$ cat src/rtl/wb_mem_arbiter_if.sv
`default_nettype none
// ----------------------------------------------------------------------------
// wb_mem_arbiter_if : one 128-bit-line wishbone link (master drives requests)
// Revision: 1.0
// ----------------------------------------------------------------------------
interface wb_mem_arbiter_if;
  logic [11:0]  ADR;
  logic [127:0] DAT_M;
  logic [15:0]  SEL;
  logic         WE;
  logic         CYC;
  logic         STB;
  logic [127:0] DAT_S;
  logic         ACK;
  logic         RTY;

  modport master (output ADR, DAT_M, SEL, WE, CYC, STB,
                  input  DAT_S, ACK, RTY);
  modport slave  (input  ADR, DAT_M, SEL, WE, CYC, STB,
                  output DAT_S, ACK, RTY);
endinterface
`default_nettype wire

$ cat src/rtl/wb_mem_arbiter.sv
`default_nettype none
// ----------------------------------------------------------------------------
// wb_mem_arbiter : round-robin merge of imem/dmem wishbone onto main memory,
//                  with a per-transaction watchdog that turns hangs into RTY
// Revision: 1.0
// ----------------------------------------------------------------------------
module wb_mem_arbiter #(
  parameter int TIMEOUT = 64,
  parameter int CNT_W   = 7
) (
  input  logic                 clk,
  input  logic                 rst,
  wb_mem_arbiter_if.slave      imem,
  wb_mem_arbiter_if.slave      dmem,
  wb_mem_arbiter_if.master     mem
);

  localparam logic [1:0] IDLE  = 2'd0;
  localparam logic [1:0] GNT_I = 2'd1;
  localparam logic [1:0] GNT_D = 2'd2;

  localparam bit         WD_EN     = (TIMEOUT != 0);
  localparam int         WD_LAST_I = (TIMEOUT > 0) ? TIMEOUT - 1 : 0;
  localparam logic [CNT_W-1:0] WD_LAST = WD_LAST_I[CNT_W-1:0];

  logic [1:0]       state;
  logic             last;
  logic [CNT_W-1:0] wd_cnt;

  logic req_i, req_d, req_g, mem_done, wd_fire;

  assign req_i    = imem.CYC & imem.STB;
  assign req_d    = dmem.CYC & dmem.STB;
  assign req_g    = ((state == GNT_I) & req_i) | ((state == GNT_D) & req_d);
  assign mem_done = mem.ACK | mem.RTY;
  // An abort (req_g low) also suppresses the watchdog so no stray RTY escapes.
  assign wd_fire  = WD_EN & req_g & (wd_cnt == WD_LAST) & ~mem_done;

  always_ff @(posedge clk) begin
    if (rst) begin
      state  <= IDLE;
      last   <= 1'b0;
      wd_cnt <= '0;
    end else begin
      case (state)
        IDLE: begin
          if (req_i & (~req_d | last)) begin
            state  <= GNT_I;
            last   <= 1'b0;
            wd_cnt <= '0;
          end else if (req_d) begin
            state  <= GNT_D;
            last   <= 1'b1;
            wd_cnt <= '0;
          end
        end
        GNT_I, GNT_D: begin
          if (~req_g | mem_done | wd_fire) begin
            state <= IDLE;
          end else if (WD_EN) begin
            wd_cnt <= wd_cnt + 1'b1;
          end
        end
        default: state <= IDLE;
      endcase
    end
  end

  always_comb begin
    mem.ADR    = '0;
    mem.DAT_M  = '0;
    mem.SEL    = '0;
    mem.WE     = 1'b0;
    mem.CYC    = 1'b0;
    mem.STB    = 1'b0;
    imem.DAT_S = '0;
    imem.ACK   = 1'b0;
    imem.RTY   = 1'b0;
    dmem.DAT_S = '0;
    dmem.ACK   = 1'b0;
    dmem.RTY   = 1'b0;
    case (state)
      GNT_I: begin
        mem.ADR    = imem.ADR;
        mem.SEL    = 16'hFFFF;
        mem.CYC    = req_i & ~wd_fire;
        mem.STB    = req_i & ~wd_fire;
        imem.DAT_S = mem.DAT_S;
        imem.ACK   = mem.ACK & req_i;
        imem.RTY   = (mem.RTY & req_i) | wd_fire;
      end
      GNT_D: begin
        mem.ADR    = dmem.ADR;
        mem.DAT_M  = dmem.DAT_M;
        mem.SEL    = dmem.SEL;
        mem.WE     = dmem.WE;
        mem.CYC    = req_d & ~wd_fire;
        mem.STB    = req_d & ~wd_fire;
        dmem.DAT_S = mem.DAT_S;
        dmem.ACK   = mem.ACK & req_d;
        dmem.RTY   = (mem.RTY & req_d) | wd_fire;
      end
      default: ;
    endcase
  end

endmodule
`default_nettype wire

$ cat src/flat_wrapper.sv
// flat-port wrapper written by rule: the top's interface ports become plain ports
module wb_mem_arbiter_flat 
#(
  parameter int TIMEOUT = 64,
  parameter int CNT_W   = 7
)
  (clk, rst, imem_ADR, imem_DAT_M, imem_SEL, imem_WE, imem_CYC, imem_STB, imem_DAT_S, imem_ACK, imem_RTY, dmem_ADR, dmem_DAT_M, dmem_SEL, dmem_WE, dmem_CYC, dmem_STB, dmem_DAT_S, dmem_ACK, dmem_RTY, mem_ADR, mem_DAT_M, mem_SEL, mem_WE, mem_CYC, mem_STB, mem_DAT_S, mem_ACK, mem_RTY);
  wb_mem_arbiter_if imem_i ();
  wb_mem_arbiter_if dmem_i ();
  wb_mem_arbiter_if mem_i ();
  input  logic clk;
  input  logic rst;
  input wire logic [$bits(imem_i.ADR)-1:0] imem_ADR;
  input wire logic [$bits(imem_i.DAT_M)-1:0] imem_DAT_M;
  input wire logic [$bits(imem_i.SEL)-1:0] imem_SEL;
  input wire logic [$bits(imem_i.WE)-1:0] imem_WE;
  input wire logic [$bits(imem_i.CYC)-1:0] imem_CYC;
  input wire logic [$bits(imem_i.STB)-1:0] imem_STB;
  output wire logic [$bits(imem_i.DAT_S)-1:0] imem_DAT_S;
  output wire logic [$bits(imem_i.ACK)-1:0] imem_ACK;
  output wire logic [$bits(imem_i.RTY)-1:0] imem_RTY;
  input wire logic [$bits(dmem_i.ADR)-1:0] dmem_ADR;
  input wire logic [$bits(dmem_i.DAT_M)-1:0] dmem_DAT_M;
  input wire logic [$bits(dmem_i.SEL)-1:0] dmem_SEL;
  input wire logic [$bits(dmem_i.WE)-1:0] dmem_WE;
  input wire logic [$bits(dmem_i.CYC)-1:0] dmem_CYC;
  input wire logic [$bits(dmem_i.STB)-1:0] dmem_STB;
  output wire logic [$bits(dmem_i.DAT_S)-1:0] dmem_DAT_S;
  output wire logic [$bits(dmem_i.ACK)-1:0] dmem_ACK;
  output wire logic [$bits(dmem_i.RTY)-1:0] dmem_RTY;
  output wire logic [$bits(mem_i.ADR)-1:0] mem_ADR;
  output wire logic [$bits(mem_i.DAT_M)-1:0] mem_DAT_M;
  output wire logic [$bits(mem_i.SEL)-1:0] mem_SEL;
  output wire logic [$bits(mem_i.WE)-1:0] mem_WE;
  output wire logic [$bits(mem_i.CYC)-1:0] mem_CYC;
  output wire logic [$bits(mem_i.STB)-1:0] mem_STB;
  input wire logic [$bits(mem_i.DAT_S)-1:0] mem_DAT_S;
  input wire logic [$bits(mem_i.ACK)-1:0] mem_ACK;
  input wire logic [$bits(mem_i.RTY)-1:0] mem_RTY;
  assign imem_i.ADR = imem_ADR;
  assign imem_i.DAT_M = imem_DAT_M;
  assign imem_i.SEL = imem_SEL;
  assign imem_i.WE = imem_WE;
  assign imem_i.CYC = imem_CYC;
  assign imem_i.STB = imem_STB;
  assign imem_DAT_S = imem_i.DAT_S;
  assign imem_ACK = imem_i.ACK;
  assign imem_RTY = imem_i.RTY;
  assign dmem_i.ADR = dmem_ADR;
  assign dmem_i.DAT_M = dmem_DAT_M;
  assign dmem_i.SEL = dmem_SEL;
  assign dmem_i.WE = dmem_WE;
  assign dmem_i.CYC = dmem_CYC;
  assign dmem_i.STB = dmem_STB;
  assign dmem_DAT_S = dmem_i.DAT_S;
  assign dmem_ACK = dmem_i.ACK;
  assign dmem_RTY = dmem_i.RTY;
  assign mem_ADR = mem_i.ADR;
  assign mem_DAT_M = mem_i.DAT_M;
  assign mem_SEL = mem_i.SEL;
  assign mem_WE = mem_i.WE;
  assign mem_CYC = mem_i.CYC;
  assign mem_STB = mem_i.STB;
  assign mem_i.DAT_S = mem_DAT_S;
  assign mem_i.ACK = mem_ACK;
  assign mem_i.RTY = mem_RTY;
  wb_mem_arbiter #(.TIMEOUT(TIMEOUT), .CNT_W(CNT_W)) u_core (.clk(clk), .rst(rst), .imem(imem_i), .dmem(dmem_i), .mem(mem_i));
endmodule
$ cat config.mk
export PLATFORM = sky130hd
export DESIGN_NAME = wb_mem_arbiter_flat
export DESIGN_NICKNAME = d
export VERILOG_FILES = /design/src/rtl/wb_mem_arbiter_if.sv /design/src/rtl/wb_mem_arbiter.sv /design/src/flat_wrapper.sv
export SDC_FILE = /design/constraint.sdc
export NUM_CORES = 1
export LEC_CHECK = 0
export BUFFER_PORTS_ARGS = -buffer_cell sky130_fd_sc_hd__buf_2
export CORE_AREA = 2 2 340 342
export DETAILED_ROUTE_END_ITERATION = 8
export DIE_AREA = 0 0 342 344
export SETUP_SLACK_MARGIN = 0.2
export SYNTH_ARGS = -nofsm -noshare
export SYNTH_HDL_FRONTEND = slang
export SYNTH_SLANG_ARGS = --single-unit
$ cat constraint.sdc
create_clock -name clk -period 1.95 [get_ports clk]
set_input_delay 0.2925 -clock clk [delete_from_list [all_inputs] [get_ports clk]]
set_output_delay 0.2925 -clock clk [all_outputs]
set_load 0.03 [all_outputs]
Word-level counts from Yosys, hierarchy flattened

Index checks and enable logic that the tools add are counted.

Bits in registers: 10
Bits of input ports: 450

Add/subtract/negate cells: 1
Multiplexer cells: 21
Reductions and logical operators: 7
Equal/unequal tests: 6
Bitwise gates (word level): 24

Operator list:

| operator              | count |
|---|---|
| $mux W128             | 3 |
| $pmux W16 S2          | 1 |
| $pmux W12 S2          | 1 |
| $mux W7               | 3 |
| $pmux W7 S2           | 1 |
| $and A1 B1 Y1         | 13 |
| $add A7 B1 Y7 const B | 1 |
| $eq A7 B6 Y1 const B  | 1 |
| $mux W1               | 7 |
| $or A1 B1 Y1          | 7 |
| $mux W2               | 3 |
| $not A1 Y1            | 4 |
| $pmux W2 S2           | 1 |
| $reduce_and A2 Y1     | 2 |
| $reduce_bool A2 Y1    | 2 |
| $ne A3 B1 Y1 const B  | 1 |
| $reduce_and A3 Y1     | 1 |
| $eq A2 B1 Y1 const B  | 1 |
| $eq A2 B2 Y1 const B  | 1 |
| $logic_not A2 Y1      | 1 |
| $ne A2 B1 Y1 const B  | 1 |
| $ne A2 B2 Y1 const B  | 1 |
| $pmux W1 S2           | 1 |
| $reduce_or A2 Y1      | 1 |

Depth between registers and ports, before layout

Gate-level depths: netlist of run 1.

Word-level depth: 8
Depth in mapped cells: 8
Mapped depth without buffers: 6

Least setup slack after synthesis of run 1

No wires, ideal clock.

Path type: reg-to-output
Start point: register u_core.state[0]
End point: output dmem_RTY
Data required time: 1.657 ns
Slack: -0.357 ns
Arrival: 2.014 ns
Stages on the path, launching flop included: 8
Path through: dfxtp_1 > inv_1 > ha_1 > buf_2 > nand3_2 > a211oi_2 > nand2b_1 > a21boi_0

Word-level cells in the longest chain between the ends: 7
Elaborated cells on any way between the ends: 9

Ends and longest elaborated chain:

| element                                             | line                                       | RTL |
|---|---|---|
| from (decl)                                         | wb_mem_arbiter.sv:26                       | `logic [1:0] state;` |
| from (signal assigned)                              | wb_mem_arbiter.sv:41                       | `state <= IDLE;` |
| from (signal assigned)                              | wb_mem_arbiter.sv:48                       | `state <= GNT_I;` |
| from (signal assigned)                              | wb_mem_arbiter.sv:52                       | `state <= GNT_D;` |
| $eq A2 B1 Y1 / $eq A2 B2 Y1 (equally long branches) | wb_mem_arbiter.sv:34, wb_mem_arbiter.sv:82 |  |
| $and A1 B1 Y1                                       | wb_mem_arbiter.sv:34                       | `assign req_g = ((state == GNT_I) & req_i) \| ((state == GNT_D) & req_d);` |
| $or A1 B1 Y1                                        | wb_mem_arbiter.sv:34                       |  |
| $and A1 B1 Y1 (2 in a row)                          | wb_mem_arbiter.sv:37                       | `assign wd_fire = WD_EN & req_g & (wd_cnt == WD_LAST) & ~mem_done;` |
| $or A1 B1 Y1                                        | wb_mem_arbiter.sv:101                      | `dmem.RTY = (mem.RTY & req_d) \| wd_fire;` |
| $mux W1 *                                           | wb_mem_arbiter.sv:82                       | `case (state)` |
| to (decl)                                           | flat_wrapper.sv:30                         | `output wire logic [$bits(dmem_i.RTY)-1:0] dmem_RTY;` |

Every way passes the cells marked *; elsewhere a longest branch is shown, timed or not.

Final worst setup path of run 1

Start point: register u_core.state[0]
End point: output dmem_DAT_S[67]

Word-level cells in the longest chain between the ends: 2

Ends and longest elaborated chain:

| element      | line                 | RTL |
|---|---|---|
| $eq A2 B2 Y1 | wb_mem_arbiter.sv:82 |  |
| $mux W128    | wb_mem_arbiter.sv:82 |  |
| to (decl)    | flat_wrapper.sv:28   | `output wire logic [$bits(dmem_i.DAT_S)-1:0] dmem_DAT_S;` |

No other way between the ends.

==> results of run 1 <==
[timing repair]
action                     4_1_cts  5_1_grt
setup endpoints to repair      423      428
buffers inserted                14       11
hold endpoints to repair         0        0
gates cloned                     7       20
resized for setup              203      393
pin swaps                       16        3
[state kept, by name (all words and copies together) (netlist names)]
| name | flops |
|---|---|
| u_core.state | 2 |
| u_core.wd_cnt | 7 |
| u_core.last | 1 |
[final timing paths]
| kind | from | endpoint | slack, ps | cells past startpoint |
|---|---|---|---|---|
| hold reg to reg | u_core.wd_cnt[6] | u_core.wd_cnt[6] | 470 | 1 |
| setup / recovery | u_core.state[0] | dmem_DAT_S[67] | -110 | 8 |
| setup reg to reg | u_core.state[0] | u_core.wd_cnt[0] | 40 | 10 |
| hold / removal | rst | u_core.state[1] | 380 | 2 |
[logic make-up after synthesis]
kind of cell | count (synthesis) | share of synthesized area, %
AND/OR/NAND/NOR | 446 | 75.1
AO/OA/AOI/OAI | 57 | 11.2
flip-flops | 10 | 5.57
buffers and inverters | 61 | 6.52
multiplexers | 1 | 0.279
adder cells (fa/ha/maj) | 4 | 1.39
[area by class of cell]
class,count,area (um^2),share of cell area [%]
antenna,17,42.5,0.326
sequential,10,208,1.59
inverter,7,33.8,0.259
multi-input combinational,508,3840,29.5
clock buffer,4,88.8,0.681
tap,1512,1890,14.5
timing repair buffer,811,6930,53.2
[power by group through the flow]
| stage | logic [mW] | clock network [mW] | registers, mW |
|---|---|---|---|
| 2_1_floorplan | 2.02 | 0 | 0.222 |
| 3_3_place_gp | 4.05 | 0 | 0.223 |
| 3_5_place_dp | 4.05 | 0 | 0.223 |
| 4_1_cts | 4.55 | 0.426 | 0.219 |
| 5_1_grt | 5.52 | 0.438 | 0.221 |
| 6_report | 5.25 | 0.417 | 0.221 |
[through the flow]
step                power (mW)  utilization, %  setup TNS [ps]  worst slack, ps
finish                    5.89            11.5           -7100             -108
CTS                       5.20            10.1          -14710             -154
global placement          4.27            9.20               0             28.6
detailed placement        4.27            9.20               0             30.2
global route              6.18            11.4          -20520             -182
floorplan                 2.24               -               0             36.7
[critical path, cell delays in order, from the launching register on]
cell,delay (ps)
dfxtp_4,370
inv_4,40
ha_4,160
buf_12,150
buf_12,140
buf_16,150
clkbuf_16,170
and2_4,160
buf_12,140
[routing by layer]
layer | GRT usage [%] | wire length (um) | vias to the layer above
met4 | 1.71 | 2030 | 26
met2 | 18.1 | 32800 | 636
met1 | 13.5 | 28500 | 3461
met5 | 0 | 181 | -
li1 | - | - | 3377
met3 | 5.35 | 10200 | 110
[cell usage in the layout, fill, tap and decap left out, types with 9 or more instances in the layout]
| cell | n |
|---|---|
| nand2_1 | 9 |
| buf_12 | 85 |
| buf_2 | 507 |
| and2_1 | 236 |
| clkbuf_16 | 18 |
| diode_2 | 17 |
| nor2_4 | 25 |
| buf_8 | 22 |
| buf_6 | 112 |
| and2_4 | 147 |
| buf_4 | 55 |
| buf_16 | 10 |
==> metrics.md, run 1 <==
| Metric | Value |
|---|---|
| Die area | `118,000 um^2` |
| Number of H-tree levels | `1` |
| NetSw | `between 3 and 4 mW` |
| Worst-Skew Late Latency | `240 ps` |
| DR iter-0 viols | `290` |
| Clock group share of total power | `7.1%` |
| Overall routing resource usage | `11.1%` |
| DRT antenna net count | `0` |
| Row cnt | `124` |
| Vias in the first global route | `6,839` |
| Final setup vio count | `160` |
| Ys Warns | `0` |
| First-pass GRT wire length | `82,400 um` |
| Cell Pwr Density | `452 nW/um^2` |
| Status | `complete, but fails checks` |
| Seq cells post-synth | `10` |
| RSZ-0062 raised after global routing | `yes` |
| CP Capture Type | `primary output` |
| Failing checks | `setup timing` |
| Clock Sinks | `10` |
| Max rail drop VDD | `0.000218 V` |
| Most common cell in the netlist | `and2_1` |
| Cells after DPL | `2,796` |
| Min Hold Slack | `~380 ps` |
| Worst slew pin tran | `355 ps` |
| WL final | `about 74,000 um` |
| Pre-antenna DRT Iters | `4` |
| Post-route design area | `13,000 um^2` |
| Post-route insts no fill | `between 2,000 and 3,000` |
| Final worst slack | `-108 ps` |
| Post-synth top area share | `67.2%` |
| I/O pin total | `869` |
| Final HPWL DP | `62,800 um` |
| Share of layout cells above drive strength 1 | `76.3%` |
| Largest cells by area after synthesis | `and2_1, dfxtp_1, clkbuf_1, nor2_1, a22oi_1` |
| Routed WL per cell | `25.7 um` |
| Crit path time final | `2060 ps` |
| DRC viols | `0` |
| Internal power | `2.81 mW` |
| Post-Syn Area | `3590 um^2` |
| Hold/Removal Path Class | `in2reg` |
| Sequential power share | `3.7%` |
| Cell variety after synth | `37` |
| Yosys top cell by area | `and2_1` |
| Combinational share of power | `approximately 89%` |
| Overflow left after global routing | `0` |
| Slew HR | `~76%` |
| CTS tree | `yes` |
| Area grow syn2layout | `263%` |
| Seq/Total Area, Yosys | `5.57%` |
| TritonCTS Buffers | `3` |
| Die width | `342 um` |
| Clock slew at reported path FFs | `roughly 40 ps` |
| CTS Hold Bufs | `0` |
| Crit start category | `register` |
| Final #Nets | `1,795` |
| Net Sw Frac | `52.3%` |
| Commonest cells in the netlist | `and2_1, clkbuf_1, nor2_1, a21oi_1, a22oi_1` |
| Chip height | `344 um` |
| Largest net degree at the start of global routing | `59` |
| Max Clock Freq | `486 MHz` |
| FILL cells | `13,195` |
| Buffers on Ports | `723` |
| Slew Viols, Final | `0` |
| Initial antenna violation count | `82` |
| Crit Path Class | `reg2out` |
| Mapped Cells | `around 580` |
| Setup Skew | `approximately 4.4 ps` |
| Root buffer cell | `clkbuf_16` |
| Vias | `7,610` |
| Starting density of the core | `3.15%` |
| Vias per cell | `about 2.7` |
| Leakage | `between 6 and 7 nW` |
| Tcrit/Tclk final | `106%` |
| CP Max Fanout | `8` |
| EDFF count, synth | `0` |
| Synth Net Count | `1,033` |
| Worst EP required | `roughly 1700 ps` |
| Post-Syn Area per Cell | `6.20 um^2` |
| Top_reg_cell synth | `dfxtp_1` |
| Max_cap viols | `0` |
| Clock buffer depth | `2` |
| Final hold viol count | `0` |
| Placed Instance Area | `10,500 um^2` |
| Critical Path AT | `around 1800 ps` |
| Placer Congestion | `0.935` |
| Core Area | `114,000 um^2` |
| Asr flop ratio synth | `0%` |
Power figures use the tool's default switching activity.
==> inputs of run 2 (changes only) <==
--- a/config.mk
+++ b/config.mk
@@ -6,9 +6,10 @@
 export NUM_CORES = 1
 export LEC_CHECK = 0
 export BUFFER_PORTS_ARGS = -buffer_cell sky130_fd_sc_hd__buf_2
-export CORE_AREA = 2 2 340 342
+export CORE_AREA = 2 2 341 343
 export DETAILED_ROUTE_END_ITERATION = 8
-export DIE_AREA = 0 0 342 344
+export DIE_AREA = 0 0 343 345
+export GPL_TIMING_DRIVEN = 0
 export SETUP_SLACK_MARGIN = 0.2
 export SYNTH_ARGS = -nofsm -noshare
 export SYNTH_HDL_FRONTEND = slang
==> constraint.sdc (replaced) <==
create_clock -name clk -period 2.63 [get_ports clk]
set_input_delay 0.3945 -clock clk [delete_from_list [all_inputs] [get_ports clk]]
set_output_delay 0.3945 -clock clk [all_outputs]
set_load 0.03 [all_outputs]
==> run 2 against run 1 <==
The run now ends clean. Via count is 8.4% higher. Cell count is 0.24% higher. Sequential share of layout area is 0.48 points higher. Cell area is 25% lower. Clock power is 27% lower. Largest cell class unchanged.
==> metrics.md, run 2 (synthesis gave the netlist of run 1 again) <==
| Metric | Value |
|---|---|
| Starting density of the core | `3.12% (-0.034 points)` |
| Chip height | `345 um (+0.29%)` |
| Most common cell after layout, fill and taps aside | `buf_2` |
| Final Core Density | `8.46% (-3.0 points)` |
| Final #Nets | `1,764 (-1.7%)` |
| Slew Viols, Final | `0 (unchanged)` |
| Row cnt | `125 (+0.81%)` |
| Largest registers | `u_core.wd_cnt (7), u_core.state (2), u_core.last (1)` |
| TritonCTS Buffers | `3 (unchanged)` |
| Flop2flop setup slack | `500 ps (+460 ps)` |
| Clock Sinks | `10 (unchanged)` |
| Worst EP required | `2240 ps (+580 ps)` |
| Slew HR | `66.0% (-10 points)` |
| Tot Pwr | `3.13 mW (-47%)` |
| DRC viols | `0 (unchanged)` |
| Max rail drop VDD | `0.000183 V (-16%)` |
| First-pass GRT wire length | `104,000 um (+26%)` |
| Worst-Skew Late Latency | `240 ps (about the same)` |
| Worst Hold Depth | `1 (-1)` |
| M1 GR Usage | `14.1% (+0.53 points)` |
| Area grow syn2layout | `171%` |
| Final hold viol count | `0 (unchanged)` |
| WL final | `88,200 um (+20%)` |
| Post-route design area | `9730 um^2 (-25%)` |
| Crit Path Class | `reg2out` |
| Number of H-tree levels | `1 (unchanged)` |
| GR Util met3 | `10.7% (+5.3 points)` |
| Max reg flops | `7 (unchanged)` |
| Placer Congestion | `0.949 (+1.4%)` |
| Largest register by flop count | `u_core.wd_cnt` |
| CTS tree | `yes` |
| Worst slew pin tran | `510 ps (+155 ps)` |
| DRT antenna net count | `0 (unchanged)` |
| Overflow left after global routing | `0 (unchanged)` |
| Share of layout cells above drive strength 1 | `60.9% (-15 points)` |
| Tcrit/Tclk final | `91.5%` |
| Core Area | `115,000 um^2 (+1.1%)` |
| Vias per cell | `2.87 (+8.1%)` |
| Crit path time final | `2410 ps` |
| Most Crowded Layer GR | `met2` |
| Final worst slack | `224 ps (+332 ps)` |
| Vias | `8,249 (+8.4%)` |
| Commonest cells after routing, fill and taps aside | `buf_2, and2_1, nor2_1` |
| Placed Instance Area | `9110 um^2 (-13%)` |
| Final HPWL DP | `85,000 um (+35%)` |
| Die width | `343 um (+0.29%)` |
| Root buffer cell | `clkbuf_16` |
| Place WS | `-859 ps (-889 ps)` |
| Clock slew at reported path FFs | `40 ps (about the same)` |
| Overall routing resource usage | `14.3% (+3.2 points)` |
| I/O pin total | `869 (unchanged)` |
| DR iter-0 viols | `404 (+39%)` |
| Largest net degree at the start of global routing | `11 (-81%)` |
| CP Max Fanout | `10 (+2)` |
| Reg2reg end | `u_core.wd_cnt[1]` |
| Leakage | `5.21 nW (-16%)` |
| Routed WL per cell | `30.7 um (+19%)` |
| Buffers on Ports | `722 (-0.14%)` |
| Max Clock Freq | `416 MHz` |
| Max_cap viols | `0 (unchanged)` |
| Crit start category | `register` |
| RSZ-0062 raised after global routing | `yes` |
| Critical Path End | `mem_SEL[2]` |
| Final setup vio count | `0 (-100%)` |
| Worst reg2reg path startpoint | `u_core.state[1]` |
| Critical Path AT | `2010 ps (+240 ps)` |
| Status | `finished, final reports clean` |
| Clock buffer depth | `2 (unchanged)` |
| Min Hold Slack | `471 ps (+93.7 ps)` |
| Cell Pwr Density | `322 nW/um^2 (-29%)` |
| Hold/Removal Path Class | `reg2reg` |
| Vias in the first global route | `7,389 (+8.0%)` |
| Pre-antenna DRT Iters | `5 (+1)` |
| Initial antenna violation count | `228 (+180%)` |
| Worst-case reg-to-reg path depth | `6 (-4)` |
| Die area | `118,000 um^2 (+0.58%)` |
| Setup Skew | `2.14 ps (-2.26 ps)` |
| Critical path origin | `u_core.state[1]` |
| GR Layer Usage met2 | `24.4% (+6.3 points)` |
| CP Capture Type | `primary output` |
[run 2: changes by cell type in the layout (fill, tap and decap cells not counted), moves of 10 or more]
| cell | delta |
|---|---|
| clkbuf_2 | +22 |
| clkbuf_1 | +10 |
| and2_1 | +150 |
| buf_8 | -22 |
| buf_2 | +186 |
| nor2_1 | +25 |
| buf_12 | -85 |
| buf_16 | -10 |
| diode_2 | +26 |
| clkbuf_16 | -14 |
| buf_4 | -32 |
| buf_6 | -99 |
| nor2_4 | -25 |
| and2_4 | -147 |
[run 2: worst min path at each step]
stage / start / endpoint
2_1_floorplan: u_core.wd_cnt[6] / u_core.wd_cnt[6]
3_3_place_gp: u_core.wd_cnt[6] / u_core.wd_cnt[6]
3_5_place_dp: u_core.wd_cnt[6] / u_core.wd_cnt[6]
4_1_cts: u_core.wd_cnt[6] / u_core.wd_cnt[6]
5_1_grt: u_core.wd_cnt[6] / u_core.wd_cnt[6]
6_report: u_core.wd_cnt[6] / u_core.wd_cnt[6]
[run 2: per-layer routing]
layer	share of wire, %	vias up
li1	-	3335
met1	34	3516
met2	45	812
met3	16	414
met4	3.9	172
met5	1.2	-
[run 2: final cells by class]
cell class | instances | area [um^2]
fillers | 13639 | 105000
repair buffers | 726 | 3760
multi-input cells | 508 | 3270
well taps | 1524 | 1910
plain buffers | 54 | 377
flip-flops and latches | 10 | 201
diodes | 43 | 108
clock buffers | 4 | 88.8
inverters | 7 | 26.3
[run 2: through the flow]
step	TNS, ps	std cells
6_report	0	2876
5_1_grt	0	2851
4_1_cts	0	2832
3_3_place_gp	-105440	2825
3_5_place_dp	-115220	2825
2_1_floorplan	0	579
[run 2: repair_timing]
item / in CTS / in global routing
setup buffers: 3 / 1
setup endpoints to repair: 372 / 154
hold buffers: 0 / 0
resized for setup: 108 / 53
gates cloned: 0 / 0
hold endpoints to repair: 0 / 0
pin swaps: 1 / 3
[run 2: power breakdown]
group / internal (mW) / total, mW / switching [mW]
registers: 0.157 / 0.161 / 0.00414
logic: 0.803 / 2.67 / 1.86
clock network: 0.229 / 0.305 / 0.0759
total: 1.19 / 3.13 / 1.94
[run 2: worst max-delay path, stage by stage (launching register included)]
cell	delay, ps
dfxtp_1	340
inv_1	110
ha_2	410
inv_1	130
clkbuf_8	200
buf_4	190
nor2_1	160
buf_6	200
